File: src/rtl/jtag_host_pkg.sv
// jtag_host_pkg: shared state encodings and constants for the JTAG host.
// JTAG_HOST_AUTO_RESET_EN adds the TRST states used for the post-reset TAP reset sequence.
package jtag_host_pkg;
    localparam int TRST_PULSES = 5;
    localparam int LEN_W = 6;
    localparam int HALF_MIN = 8;
    typedef enum logic [2:0] {
        ST_IDLE,
        ST_LOW,
        ST_HIGH,
        ST_DONE
`ifdef JTAG_HOST_AUTO_RESET_EN
        , ST_TRST_LOW,
        ST_TRST_HIGH
`endif
    } state_t;
endpackage

File: src/rtl/jtag_host_sync.sv
// jtag_host_sync: two-flop synchronizer for the asynchronous TDO pin.
module jtag_host_sync (
    input  logic clk,
    input  logic rst,
    input  logic d,
    output logic q
);
    logic m;
    always_ff @(posedge clk) begin
        if (rst) begin
            m <= 1'b0;
            q <= 1'b0;
        end else begin
            m <= d;
            q <= m;
        end
    end
endmodule

File: src/rtl/jtag_host.sv
// jtag_host: clocks up to WIDTH bits of TMS/TDI out to a JTAG target and captures TDO.
// Define JTAG_HOST_AUTO_RESET_EN to issue five TMS=1 TCK pulses after every reset.
module jtag_host
    import jtag_host_pkg::*;
#(
    parameter int HALF_PERIOD = 8,
    parameter int WIDTH = 32
) (
    input  logic             clk,
    input  logic             rst,
    input  logic             cmdValid,
    output logic             cmdReady,
    input  logic [LEN_W-1:0] cmdLen,
    input  logic [WIDTH-1:0] cmdTms,
    input  logic [WIDTH-1:0] cmdTdi,
    output logic             rspValid,
    output logic [WIDTH-1:0] rspTdo,
    output logic             jtagTCK,
    output logic             jtagTMS,
    output logic             jtagTDI,
    input  logic             jtagTDO
);
    localparam int HP = HALF_PERIOD < HALF_MIN ? HALF_MIN : HALF_PERIOD;
    localparam logic [7:0] HLAST = 8'(HP - 1);
    localparam logic [LEN_W-1:0] WMAX = LEN_W'(WIDTH);
`ifdef JTAG_HOST_AUTO_RESET_EN
    localparam state_t RST_ST = ST_TRST_LOW;
`else
    localparam state_t RST_ST = ST_IDLE;
`endif

    state_t state, state_n;
    logic [7:0] cnt;
    logic [LEN_W-1:0] idx, len, eff_len;
    logic [WIDTH-1:0] tms_sh, tdi_sh, tdo_r;
    logic tdo_s, accept, phase_end, last_bit;

    jtag_host_sync u_sync (.clk(clk), .rst(rst), .d(jtagTDO), .q(tdo_s));

    assign cmdReady = state == ST_IDLE;
    assign accept = cmdValid && cmdReady;
    assign eff_len = cmdLen > WMAX ? WMAX : cmdLen;
    assign phase_end = cnt == HLAST;
    assign last_bit = idx == len - LEN_W'(1);
    assign rspValid = state == ST_DONE;
    assign rspTdo = tdo_r;
    // The shift registers' bit 0 is the live pin value and also holds it between commands.
    assign jtagTMS = tms_sh[0];
    assign jtagTDI = tdi_sh[0];
`ifdef JTAG_HOST_AUTO_RESET_EN
    assign jtagTCK = state == ST_HIGH || state == ST_TRST_HIGH;
`else
    assign jtagTCK = state == ST_HIGH;
`endif

    always_comb begin
        state_n = state;
        case (state)
            ST_IDLE:      if (accept) state_n = eff_len == '0 ? ST_DONE : ST_LOW;
            ST_LOW:       if (phase_end) state_n = ST_HIGH;
            ST_HIGH:      if (phase_end) state_n = last_bit ? ST_DONE : ST_LOW;
`ifdef JTAG_HOST_AUTO_RESET_EN
            ST_TRST_LOW:  if (phase_end) state_n = ST_TRST_HIGH;
            ST_TRST_HIGH: if (phase_end) state_n = idx == LEN_W'(TRST_PULSES - 1) ? ST_IDLE : ST_TRST_LOW;
`endif
            default:      state_n = ST_IDLE;
        endcase
    end

    always_ff @(posedge clk) begin
        if (rst) begin
            state <= RST_ST;
            cnt <= '0;
            idx <= '0;
            len <= '0;
            tms_sh <= WIDTH'(1);
            tdi_sh <= '0;
            tdo_r <= '0;
        end else begin
            state <= state_n;
            cnt <= state_n != state ? '0 : cnt + 8'd1;
            if (accept) begin
                len <= eff_len;
                idx <= '0;
                tdo_r <= '0;
                if (eff_len != '0) begin
                    tms_sh <= cmdTms;
                    tdi_sh <= cmdTdi;
                end
            end
            if (state == ST_LOW && phase_end)
                tdo_r <= tdo_r | (WIDTH'(tdo_s) << idx);
            if (state == ST_HIGH && phase_end && !last_bit) begin
                idx <= idx + LEN_W'(1);
                tms_sh <= tms_sh >> 1;
                tdi_sh <= tdi_sh >> 1;
            end
`ifdef JTAG_HOST_AUTO_RESET_EN
            if (state == ST_TRST_HIGH && phase_end)
                idx <= idx == LEN_W'(TRST_PULSES - 1) ? '0 : idx + LEN_W'(1);
`endif
        end
    end
endmodule

File: config.mk
export PLATFORM = sky130hd
export DESIGN_NAME = jtag_host
export DESIGN_NICKNAME = d
export VERILOG_FILES = /design/src/rtl/jtag_host_pkg.sv /design/src/rtl/jtag_host_sync.sv /design/src/rtl/jtag_host.sv
export SDC_FILE = /design/constraint.sdc
export NUM_CORES = 1
export LEC_CHECK = 0
export CAP_MARGIN = 10
export CORE_ASPECT_RATIO = 0.9
export CORE_UTILIZATION = 45
export DETAILED_ROUTE_END_ITERATION = 8
export PLACE_DENSITY = 0.71
export SETUP_SLACK_MARGIN = 0.05
export SLEW_MARGIN = 20
export SYNTH_ARGS = -nofsm -noshare
export SYNTH_HDL_FRONTEND = slang
export SYNTH_SLANG_ARGS = --single-unit
File: constraint.sdc
create_clock -name clk -period 2.5 [get_ports clk]
set_clock_uncertainty 0.05 [all_clocks]
set_input_delay 0.25 -clock clk [delete_from_list [all_inputs] [get_ports clk]]
set_output_delay 0.25 -clock clk [all_outputs]
set_load 0.02 [all_outputs]
==> flow_metrics.py <==
metrics = {
    "sta": {
        "setup_viol": 0,
        "finalHoldViolations": 0,
        "fin_crit_ps": 2370,
        "drv_slew": 0,
        "rsz0062_at_grt": "yes",
        "fmax_mhz": 422,
        "min_period_over_period": 0.947,
        "relSlewSlack": 0.340,
        "worstMarginPinSlew_ps": 987,
    },
    "pwr": {
        "seqPwrFrac": 0.421,
        "power_frac_comb": 0.091,
        "intPower_mw": 3.72,
        "clockPowerShare": 0.489,
        "switchingPower_mw": 1.09,
        "finalPower_mw": 4.81,
        "p_leak_nw": 3.01,
        "peakVddDrop_mv": 0.564,
        "power_density_mw_per_mm2": 614,
        "p_sw_frac": 0.226,
    },
    "min_path": {
        "hp-class": "primary input to flop",
    },
    "cts": {
        "clock_latency_ps": 400,
        "cts_max_path_buffers": 2,
        "clk_pin_slew_ps": 50,
        "cts_tree": "built",
        "clkSinkCount": 121,
        "cts_buffers": 17,
        "postCtsHoldBufs": 0,
        "htreeDepth": 4,
        "cts_root_buf": "clkbuf_16",
    },
    "logic_synthesis": {
        "synth-compound-area-share": 0.203,
        "avgSynthCellArea_um2": 9.76,
        "ys_async_sr_fraction": 0,
        "synth_xor_area_frac": 0.0207,
        "synth_seq_cells": 121,
        "synth-simple-area-share": 0.156,
        "ys_types": 43,
        "netlist_area_mm2": 0.00550,
        "synth-seq-area-share": 0.441,
        "yosys.area_share.adder": 0.00683,
        "ys_warn_count": 0,
        "synthCells": 563,
        "synth_top_family_by_area": "compound AO/OA/AOI/OAI gates",
        "syn_nets": 640,
        "synth-edff-count": 0,
        "muxShareOfSynthArea": 0.120,
        "synth_ff_type": "dfxtp_1",
    },
    "detailed_routing": {
        "via_per_inst": 5.29,
        "totalWireLength_um": 13200,
        "num_vias": 4609,
        "drt-initial-drc-count": 222,
        "drc_errors": 0,
        "drt-wirelength-per-cell_um": 15.2,
        "drt_pass1_iterations": 5,
        "final_antenna_net_count": 0,
    },
    "global_route": {
        "gr-usage-met3": 0.0612,
        "busiest_layer": "met2",
        "antenna_found_initial": 0,
        "gr-total-overflow": 0,
        "grt_max_degree": 86,
        "grt_pass1_vias": 4335,
        "grtUsageTotal": 0.202,
        "grt_use_met1": 0.260,
        "grt_pass1_wl_um": 20500,
        "use_met2": 0.327,
    },
    "place": {
        "portBuffers": 110,
        "dpl_cell_area_mm2": 0.00683,
        "routabilityCongestion": 0.806,
        "placedCellCount": 806,
        "dp_hpwl_um": 8100,
    },
    "die": {
        "row_count": 37,
        "start_util": 0.471,
        "dieWidth_um": 118,
        "ios": 111,
        "die_area_mm2": 0.0127,
        "die-height_um": 107,
        "core_mm2": 0.0117,
    },
    "layout": {
        "layout_commonest_cell": "dfxtp_1",
        "fin_area_mm2": 0.00784,
        "nets": 780,
        "antenna_cells": 0,
        "instances_no_fill": 872,
        "drive_gt1_frac": 0.226,
        "area_growth_pct": 42.6,
        "final_cell_mix": "dfxtp_1, nor2_1, clkdlybuf4s50_1, mux2i_1, a211oi_2",
    },
    "job": {
        "drv_cap": 0,
    },
    "worst_setup_path": {
        "arrival_ps": 2630,
        "critPathKind": "flop to flop",
        "end_kind": "flop",
        "crit_fanout": 7,
        "worst_ep_required_time_ps": 2760,
        "startpoint_type": "flop",
    },
    "status": {
        "status": "finished clean",
    },
}
==> stage by stage <==
stage	setup TNS (ps)	worst slack (ps)	utilization	hold slack, ps
global placement	-6760	-163	0.585	384
floorplan	0	177	-	328
global route	-2.84	-2.84	0.672	176
detailed placement	-9280	-246	0.585	376
finish	0	133	0.672	168
CTS	0	58.5	0.641	160
==> cells in the mapped netlist (10+ instances only) <==
cell type	count	share of area
mux2i_1	66	0.12
dfxtp_1	121	0.44
buf_2	11	0.010
a22oi_1	31	0.042
nor3_1	10	0.0091
nand3_1	16	0.015
a211oi_1	13	0.018
a21oi_1	12	0.011
clkbuf_1	27	0.018
nor2_1	119	0.081
a211oi_2	50	0.11
==> worst max-delay path, cell delays in order (launching register included) <==
cell      delay [ps]
dfxtp_2          330
inv_2             40
ha_2             160
or3b_4           370
a211oi_2         220
nand3_2          130
o311ai_4         370
buf_12           190
buf_6            140
nor2_1            70
a211oi_2         210
==> metal layers <==
layer | vias to the layer above | part of all wire
met5 | - | 0
met1 | 2173 | 0.47
met3 | 13 | 0.052
li1 | 2296 | -
met2 | 127 | 0.47
met4 | 0 | 0.012
==> state kept, by name (all words and copies together), names as in the netlist <==
register	count
idx	6
tdi_sh	32
u_sync.q	1
cnt	8
rspTdo	32
len	6
state	3
tms_sh	32
u_sync.m	1
==> logic make-up (layout without fill, tap and decap cells) <==
| logic type | Yosys count | count (layout) |
|---|---|---|
| and+or+nand+nor | 188 | 188 |
| DFF | 121 | 121 |
| AOI/OAI and AO/OA | 117 | 117 |
| muxes | 66 | 66 |
| buffers and inverters | 54 | 207 |
| xor gates and xnor gates | 13 | 13 |
| adders and majority gates | 3 | 3 |
| other | 1 | 1 |
==> power by group through the flow <==
stage | Sequential (mW) | Clock (mW) | Combinational, mW
2_1_floorplan | 2.06 | 0 | 0.230
3_3_place_gp | 2.06 | 0 | 0.398
3_5_place_dp | 2.06 | 0 | 0.407
4_1_cts | 2.02 | 2.39 | 0.412
5_1_grt | 2.03 | 2.48 | 0.467
6_report | 2.02 | 2.35 | 0.436
==> worst paths after layout <==
path                                from          to  slack, ps  cells past startpoint
worst max register to register    len[1]  tms_sh[26]        130                     10
worst min register to register  u_sync.m    u_sync.q        390                      1
worst max-delay path              len[1]  tms_sh[26]        130                     10
worst min-delay path                 rst    state[1]        170                      2
==> timing repair <==
item                       4_1_cts  5_1_grt
setup buffers                    3       28
gates resized for setup          3       23
setup endpoints to repair       47       68
pin swaps                        2       17
cloned                           1        4
==> layout make-up <==
type,instances,area [um2]
well taps,156,195
repair buffers,171,1760
multi-input cells,388,2870
clock buffers,20,447
fillers,927,3830
clock inverters,12,125
inverters,4,15.0
flip-flops and latches,121,2420
No activity file was read; power rests on OpenSTA's default activity.
